### src/rtl/ad9231_cfg_sequencer.sv
`default_nettype none
// ============================================================================
// Module   : ad9231_cfg_sequencer
// Function : Power-up configurator for two AD9231 ADCs on one shared 24-bit
//            SPI master. Writes each table entry to each chip, reads it back,
//            retries on mismatch, then grants single host SPI transactions.
// Revision : 1.0 - initial release
// ============================================================================
module ad9231_cfg_sequencer #(
  parameter int N_REGS    = 3,
  parameter int N_CHIPS   = 2,
  parameter int PWRUP_DLY = 5000,
  parameter int GAP_DLY   = 5000,
  parameter int DONE_TMO  = 4096,
  parameter int MAX_RETRY = 2
) (
  input  logic        clk,
  input  logic        rstb,
  input  logic        cfg_restart,
  output logic [7:0]  table_addr,
  input  logic [23:0] table_data,
  output logic        spi_start,
  output logic [23:0] spi_tdat,
  input  logic        spi_done,
  input  logic [7:0]  spi_rdata,
  output logic        chip_sel,
  input  logic        host_req,
  input  logic [23:0] host_tdat,
  output logic        host_ack,
  output logic        host_done,
  output logic [7:0]  host_rdata,
  output logic        cfg_busy,
  output logic        cfg_done,
  output logic [1:0]  cfg_err,
  output logic [12:0] err_addr
);

  localparam int c_CNT_MAX = (PWRUP_DLY > GAP_DLY) ? PWRUP_DLY : GAP_DLY;
  localparam int c_CNT_W   = $clog2(c_CNT_MAX + 1);
  localparam int c_TMO_W   = $clog2(DONE_TMO + 1);
  localparam int c_RTY_W   = (MAX_RETRY > 0) ? $clog2(MAX_RETRY + 1) : 1;

  // The WR state itself costs one cycle, so the power-up count stops two
  // short to land spi_start exactly PWRUP_DLY cycles after reset release.
  localparam logic [c_CNT_W-1:0] c_PWRUP_LAST = c_CNT_W'(PWRUP_DLY - 2);
  localparam logic [c_CNT_W-1:0] c_GAP_LAST   = c_CNT_W'(GAP_DLY - 1);
  localparam logic [c_TMO_W-1:0] c_TMO_LAST   = c_TMO_W'(DONE_TMO - 1);
  localparam logic [c_RTY_W-1:0] c_RTY_MAX    = c_RTY_W'(MAX_RETRY);
  localparam logic [7:0]         c_LAST_REG   = 8'(N_REGS - 1);
  localparam logic               c_LAST_CHIP  = 1'(N_CHIPS - 1);
  // Transfer register self-clears, so reading it back can never match.
  localparam logic [12:0]        c_XFER_REG   = 13'h0FF;

  typedef enum logic [3:0] {
    S_PWRUP   = 4'd0,
    S_WR      = 4'd1,
    S_WR_WAIT = 4'd2,
    S_GAP_W   = 4'd3,
    S_RD      = 4'd4,
    S_RD_WAIT = 4'd5,
    S_CHK     = 4'd6,
    S_NEXT    = 4'd7,
    S_READY   = 4'd8,
    S_H_WAIT  = 4'd9,
    S_H_GAP   = 4'd10,
    S_ERR     = 4'd11
  } state_t;

  state_t             r_state;
  logic [c_CNT_W-1:0] r_cnt;
  logic [c_TMO_W-1:0] r_tmo;
  logic [c_RTY_W-1:0] r_retry;
  logic [7:0]         r_rdata;
  logic               r_done_meta;
  logic               r_done_sync;
  logic               r_done_prev;

  logic               w_done_evt;
  logic [12:0]        w_tbl_reg;
  logic [7:0]         w_tbl_val;
  logic               w_gap_end;
  logic               w_tmo_end;
  logic               w_unused_bits;

  assign w_done_evt    = r_done_sync & ~r_done_prev;
  assign w_tbl_reg     = table_data[20:8];
  assign w_tbl_val     = table_data[7:0];
  assign w_gap_end     = (r_cnt >= c_GAP_LAST);
  assign w_tmo_end     = (r_tmo >= c_TMO_LAST);
  assign w_unused_bits = &{1'b0, table_data[23:21]};

  // Bring the asynchronous master done level into clk and keep one more stage for edge detection.
  always_ff @(posedge clk or negedge rstb) begin
    if (!rstb) begin
      r_done_meta <= 1'b0;
      r_done_sync <= 1'b0;
      r_done_prev <= 1'b0;
    end else begin
      r_done_meta <= spi_done;
      r_done_sync <= r_done_meta;
      r_done_prev <= r_done_sync;
    end
  end

  // Sequencer: power-up wait, write/verify per entry and chip, then host pass-through.
  always_ff @(posedge clk or negedge rstb) begin
    if (!rstb) begin
      r_state    <= S_PWRUP;
      r_cnt      <= '0;
      r_tmo      <= '0;
      r_retry    <= '0;
      r_rdata    <= 8'h00;
      table_addr <= 8'h00;
      chip_sel   <= 1'b0;
      spi_start  <= 1'b0;
      spi_tdat   <= 24'hFFFFFF;
      host_ack   <= 1'b0;
      host_done  <= 1'b0;
      host_rdata <= 8'h00;
      cfg_busy   <= 1'b1;
      cfg_done   <= 1'b0;
      cfg_err    <= 2'd0;
      err_addr   <= 13'h0000;
    end else begin
      spi_start <= 1'b0;
      host_ack  <= 1'b0;
      host_done <= 1'b0;
      if (cfg_restart) begin
        // Restart wins over everything, including a same-cycle host_req.
        r_state    <= S_PWRUP;
        r_cnt      <= '0;
        r_tmo      <= '0;
        r_retry    <= '0;
        table_addr <= 8'h00;
        chip_sel   <= 1'b0;
        cfg_busy   <= 1'b1;
        cfg_done   <= 1'b0;
        cfg_err    <= 2'd0;
        err_addr   <= 13'h0000;
      end else begin
        unique case (r_state)
          S_PWRUP: begin
            if (r_cnt >= c_PWRUP_LAST) begin
              r_cnt   <= '0;
              r_state <= S_WR;
            end else begin
              r_cnt <= r_cnt + 1'b1;
            end
          end
          S_WR: begin
            spi_tdat  <= table_data;
            spi_start <= 1'b1;
            r_tmo     <= '0;
            r_state   <= S_WR_WAIT;
          end
          S_WR_WAIT: begin
            if (w_done_evt) begin
              r_cnt   <= '0;
              r_state <= S_GAP_W;
            end else if (w_tmo_end) begin
              cfg_err  <= 2'd2;
              cfg_busy <= 1'b0;
              r_state  <= S_ERR;
            end else begin
              r_tmo <= r_tmo + 1'b1;
            end
          end
          S_GAP_W: begin
            if (w_gap_end) begin
              r_cnt   <= '0;
              r_state <= (w_tbl_reg == c_XFER_REG) ? S_NEXT : S_RD;
            end else begin
              r_cnt <= r_cnt + 1'b1;
            end
          end
          S_RD: begin
            spi_tdat  <= {1'b1, 2'b00, w_tbl_reg, 8'h00};
            spi_start <= 1'b1;
            r_tmo     <= '0;
            r_state   <= S_RD_WAIT;
          end
          S_RD_WAIT: begin
            if (w_done_evt) begin
              r_rdata <= spi_rdata;
              r_cnt   <= '0;
              r_state <= S_CHK;
            end else if (w_tmo_end) begin
              cfg_err  <= 2'd2;
              cfg_busy <= 1'b0;
              r_state  <= S_ERR;
            end else begin
              r_tmo <= r_tmo + 1'b1;
            end
          end
          S_CHK: begin
            if (w_gap_end) begin
              r_cnt <= '0;
              if (r_rdata == w_tbl_val) begin
                r_state <= S_NEXT;
              end else if (r_retry < c_RTY_MAX) begin
                r_retry <= r_retry + 1'b1;
                r_state <= S_WR;
              end else begin
                cfg_err  <= 2'd1;
                err_addr <= w_tbl_reg;
                cfg_busy <= 1'b0;
                r_state  <= S_ERR;
              end
            end else begin
              r_cnt <= r_cnt + 1'b1;
            end
          end
          S_NEXT: begin
            r_retry <= '0;
            if (table_addr < c_LAST_REG) begin
              table_addr <= table_addr + 1'b1;
              r_state    <= S_WR;
            end else if (chip_sel < c_LAST_CHIP) begin
              chip_sel   <= chip_sel + 1'b1;
              table_addr <= 8'h00;
              r_state    <= S_WR;
            end else begin
              cfg_done <= 1'b1;
              cfg_busy <= 1'b0;
              r_state  <= S_READY;
            end
          end
          S_READY: begin
            if (host_req) begin
              host_ack  <= 1'b1;
              spi_start <= 1'b1;
              spi_tdat  <= host_tdat;
              r_tmo     <= '0;
              r_state   <= S_H_WAIT;
            end
          end
          S_H_WAIT: begin
            if (w_done_evt) begin
              host_rdata <= spi_rdata;
              host_done  <= 1'b1;
              r_cnt      <= '0;
              r_state    <= S_H_GAP;
            end else if (w_tmo_end) begin
              cfg_err <= 2'd2;
              r_state <= S_READY;
            end else begin
              r_tmo <= r_tmo + 1'b1;
            end
          end
          S_H_GAP: begin
            if (w_gap_end) begin
              r_cnt   <= '0;
              r_state <= S_READY;
            end else begin
              r_cnt <= r_cnt + 1'b1;
            end
          end
          S_ERR: begin
            r_state <= S_ERR;
          end
          default: begin
            r_state <= S_PWRUP;
          end
        endcase
      end
    end
  end

endmodule
`default_nettype wire

### config.mk
export PLATFORM = sky130hd
export DESIGN_NAME = ad9231_cfg_sequencer
export DESIGN_NICKNAME = d
export VERILOG_FILES = /design/src/rtl/ad9231_cfg_sequencer.sv
export SDC_FILE = /design/constraint.sdc
export NUM_CORES = 1
export LEC_CHECK = 0
export ABC_AREA = 1
export ABC_CLOCK_PERIOD_IN_PS = 1700
export BUFFER_PORTS_ARGS = -buffer_cell sky130_fd_sc_hd__buf_4
export CAP_MARGIN = 25
export CORE_ASPECT_RATIO = 0.5
export CORE_MARGIN = 2
export CORE_UTILIZATION = 50
export DETAILED_ROUTE_END_ITERATION = 8
export PLACE_DENSITY = 0.77
export SYNTH_ARGS = -nofsm -noshare
export SYNTH_HDL_FRONTEND = slang
export SYNTH_SLANG_ARGS = --single-unit
export TNS_END_PERCENT = 5
### constraint.sdc
create_clock -name clk -period 1.7 [get_ports clk]
set_input_delay 0.17 -clock clk [delete_from_list [all_inputs] [get_ports clk]]
set_output_delay 0.17 -clock clk [all_outputs]
set_load 0.005 [all_outputs]
; Word-level counts from Yosys, hierarchy flattened
; Index checks and enable logic that the tools add are counted.
; Widths: inputs -> output; s select.
[op_classes]
n_lt_le_gt_ge = 6
eq_ne = 35
bitwise_logic = 3
addsub = 5
muxes = 75
reduce_logical = 29
[op_table]
columns = op, count
row1 = $mux 13, 13
row2 = $pmux 13 s3, 2
row3 = $pmux 24 s3, 1
row4 = $mux 4, 15
row5 = $pmux 4 s12, 1
row6 = $ne 3x3->1 const B, 13
row7 = $mux 8, 4
row8 = $add 13x1->13 const B, 2
row9 = $ge 13x13->1 const B, 2
row10 = $mux 24, 1
row11 = $mux 1, 23
row12 = $mux 2, 11
row13 = $eq 4x3->1 const B, 4
row14 = $eq 4x4->1 const B, 4
row15 = $reduce_and 3->1, 5
row16 = $eq 13x8->1 const B, 1
row17 = $ge 13x12->1 const B, 1
row18 = $reduce_and 4->1, 3
row19 = $reduce_and 6->1, 2
row20 = $reduce_bool 3->1, 4
row21 = $reduce_bool 4->1, 3
row22 = $ne 2x2->1 const B, 5
row23 = $ne 3x1->1 const B, 3
row24 = $add 8x1->8 const B, 1
row25 = 20 further kinds, 29
[totals]
ff_bits = 104
output_inout_bits = 61
elab_cells = 172
inputBits = 61

; Logic depth before layout (Yosys ltp)
[depth]
ltp_word = 6
mapped_depth = 13
mapped_depth_nobuf = 12

; Least setup slack after synthesis
; No wires, ideal clock.
[synth_timing]
path_kind = register -> register
startpoint = register r_tmo[0]
endpoint = register r_tmo[7]
arrival_time_ns = 1.588
path_buffers = 1
setup_time_ns = 0.118
path_stages_with_launch = 13
period_less_slack_ns = 1.707
path_slack_ns = -0.007
cell_sequence = dfrtp_1 ha_1 nand2_1 nor2_1 nand3_1 nand3_1 nand2_1 nand2_2 nor2_4 inv_2 buf_6 nand2_1 o21ai_2
[synth_via]
elab_chain_cells = 5
elab_cells_between_ends = 8
classes_between = add/sub: 1 / order compare: 1 / eq/ne: 1 / mux: 4 / reduce/logical: 1
[synth_rtl]
columns = item, line
row1 = from (decl), 71  ; logic [c_TMO_W-1:0] r_tmo;
row2 = from (signal assigned), 165  ; r_tmo <= r_tmo + 1'b1;
row3 = from (signal assigned), 192  ; r_tmo <= r_tmo + 1'b1;
row4 = from (signal assigned), 247  ; r_tmo <= r_tmo + 1'b1;
row5 = $add 13x1->13, "165, 192, 247"
row6 = $mux 13, "160, 187, 243"
row7 = $mux 13, 157  ; if (w_done_evt) begin
row8 = $pmux 13 s3, 141  ; unique case (r_state)
row9 = $mux 13, 128  ; if (cfg_restart) begin
; Several ways; a longest one is shown, not always the timed one. The select of a mux whose other input is x is not followed.
; A chain may end at the register's enable or synchronous reset.

; Worst setup path after layout
[layout_timing]
startpoint = register r_state[2]
endpoint = register spi_tdat[15]
[layout_via]
elab_chain_cells = 3
elab_cells_between_ends = 7
classes_between = eq/ne: 4 / mux: 1 / reduce/logical: 2
[layout_rtl]
columns = item, line
row1 = from (decl), 69  ; state_t r_state;
row2 = from (signal assigned), 171  ; r_state <= (w_tbl_reg == c_XFER_REG) ? S_NEXT : S_RD;
row3 = $eq 4x4->1 (tied with other cells), 141
row4 = $ne 2x2->1 (no source line) or $reduce_bool 3->1 (tied branches), -
row5 = $reduce_and 3->1 (no source line), -
row6 = to (signal assigned), 151  ; spi_tdat <= table_data;
row7 = to (signal assigned), 177  ; spi_tdat <= {1'b1, 2'b00, w_tbl_reg, 8'h00};
row8 = to (signal assigned), 232  ; spi_tdat <= host_tdat;
row9 = to (decl), 23  ; output logic [23:0] spi_tdat,
; Several ways; a longest one is shown, not always the timed one.

==> metrics <==
CP Launch Type register; Synth Flop Type dfrtp_1; relative slew slack 0.626; sw power about 1400 uW; mapped cell area 5590 um2; DR WL/cell approximately 15 um; clock transition at the registers of the reported paths 0.08 ns; top cells by area, synth dfrtp_1, nand2_1, dfstp_2; Sw Ratio 0.261; critical path capture point type register; Int Pwr 4080 uW; CTS tree done; worst r2r path cells 9; clock share of power 0.372; clock sink count roughly 100; CTS root buffer clkbuf_16; nets@finish 1012; Antenna Cells 0; worst-skew pair later-pin latency 0.35 ns; first-pass detailed-route iteration total 5; # rows 27; Worst Slack Setup Final -0.0537 ns; count leader, synth nand2_1; Max Used Layer met4; Clock Skews 0.00957 ns; drt total wl roughly 16000 um; initial antenna violation count 0; maximum clock frequency between 500 and 600 MHz; DR vias between 5k and 6k; Die ar. 12100 um2; Fin Hold WS 0.0414 ns; post-synth net total 826; status finished, violations left; synth cell count leaders nand2_1, nor2_1, inv_1; ANT nets after route 0; final non-filler cell total around 1.1k; residual DRC count 0; FILL cells 864; worst-path fanout max 6; Post-synth EDFFs 0; Post-DP HPWL between 10000 and 15000 um; synthesized flop and latch total 104; pre-CTS WS -0.111 ns; GRT Total Usage 0.269; starting density of the core 0.511; core box area ~11000 um2; cells after synthesis 761; die height 78.8 um; Synth-to-Final Area Change 40.5%; share of layout cells above drive strength 1 0.349; Comb power frac 0.128; vias in the first global route 5483; Remaining Overflow, GRT 0; first-pass GRT wire length 26200 um; failing checks negative setup slack; RSZ-0062 raised after global routing yes; part of the power in registers 0.500; met1 WL around 7400 um; final RePlAce weighted congestion 0.917; Hold WC Path Type input port to register; met3 WL post-DR 1060 um; Cells after DPL between 1k and 1.5k; crit path time final 1.75 ns; IO Pins 122; FFs w/ async S/R, synth 1.00; WP data required 1.98 ns; Vias/cell roughly 5.2; Avg Inst Size Synth 7.35 um2; number of synthesis warnings 0; clk buf depth 2; Critical Path AT 2.03 ns; initial DRC count 401; Max Cap Viol 0; Final setup viols 21; Die X 154 um; Inserted Clock Buffers 9; pwr/cell area 703 nW/um2; largest net degree at the start of global routing 105; sequential fraction of the synthesis area 0.471; H-tree lvl count 3; type of the worst setup path register to register; # port buffers 121; Final Cycle Share 1.03; Yosys top cell by area dfrtp_1; worst vdd rail ir drop around 0.60 mV; max-slew violations 0; Hold Crit Depth 3; leakage power 0.00402 uW; Yosys top cell area share 0.354; DR WL met2 7580 um; Tightest Pin Transition 0.561 ns; Distinct cells, synth 37; Final Hold Vio Count 0
[registers in the layout, summed over array words and instances (netlist names), 2 cells and up]
register / cells
r_tmo: 13
spi_tdat: 24
r_cnt: 13
cfg_err: 2
err_addr: 13
r_state: 4
r_retry: 2
host_rdata: 8
table_addr: 8
r_rdata: 8
[layer usage]
| layer | GRT usage | vias up |
|---|---|---|
| li1 | - | 2816 |
| met1 | 0.369 | 2681 |
| met2 | 0.436 | 213 |
| met3 | 0.0595 | 23 |
| met4 | 0.0743 | 0 |
| met5 | 0 | - |
[worst max-delay path, cell delays in order, from the launching register on]
cell	delay [ns]
dfrtp_2	0.48
nor2_2	0.22
nand2_2	0.11
nand3_2	0.09
inv_2	0.05
nor3_4	0.22
buf_12	0.17
clkbuf_16	0.15
nor2_1	0.04
a31oi_1	0.15
[stage by stage]
stage / cell area [um2] / util / power [uW] / TNS, ns
global placement: 7100 / 0.649 / 3460 / -0.779
floorplan: 5600 / - / 3020 / 0
global route: 7860 / 0.718 / 5740 / -5.54
finish: 7860 / 0.718 / 5520 / -0.584
CTS: 7550 / 0.690 / 5520 / -0.640
detailed placement: 7100 / 0.649 / 3470 / -1.64
[power groups by stage]
stage	Combinational (uW)	Clock, uW	Sequential [uW]
final	705	2060	2760
after global routing	778	2190	2780
after CTS	683	2080	2750
after detailed placement	679	0	2790
after global placement	661	0	2800
after floorplan	226	0	2800
[cell type report]
class | count | area (um2) | share of cell area
repair buffers | 200 | 1660 | 0.212
clock inverters | 7 | 60.1 | 0.00765
well taps | 145 | 181 | 0.0231
clock buffers | 9 | 225 | 0.0287
inverters | 92 | 358 | 0.0456
multi-input cells | 540 | 2730 | 0.348
flip-flops and latches | 104 | 2640 | 0.336
[layout by cell type, fill, tap and decap left out, types with 6 or more instances in the layout]
master / n
nor2_4: 9
dfrtp_1: 77
nand3_2: 9
nand4_1: 11
a21oi_1: 24
clkbuf_16: 10
o21ai_0: 28
nor3_1: 9
nand2_2: 17
a31oi_1: 22
inv_2: 9
buf_12: 9
o21ai_1: 8
nor2_2: 17
inv_1: 78
nor2_1: 73
nand2_1: 214
nand3_1: 58
or2_2: 6
buf_4: 182
dfstp_2: 25
[path summary, 6_finish.rpt]
check,to,slack [ns],from
max,spi_tdat[15],-0.05,r_state[2]
min in group asynchronous,host_rdata[7],0.42,rstb
max in group asynchronous,table_addr[5],0.84,rstb
min,spi_tdat[8],0.04,host_tdat[8]
min reg2reg,r_done_sync,0.37,r_done_meta
max reg2reg,spi_tdat[15],-0.05,r_state[2]
[kinds of logic (layout without fill, tap and decap cells)]
kind of cell,Yosys count,in the layout,synth area share
AO/OA/AOI/OAI,95,95,0.0956
flip-flops,104,104,0.471
AND/OR/NAND/NOR,436,436,0.332
XOR/XNOR,5,5,0.00783
buffers and inverters,117,308,0.0842
adder cells (fa/ha/maj),4,4,0.00895
[timing repair]
| item | CTS | global route |
|---|---|---|
| setup endpoints to repair | 38 | 84 |
| endpoints found under the hold margin | 80 | 0 |
| setup buffers | 6 | 8 |
| hold buffers | 2 | 0 |
| resized for setup | 17 | 79 |
| pin swaps | 3 | 19 |
| gates cloned | 2 | 3 |
Power figures use the tool's default switching activity.
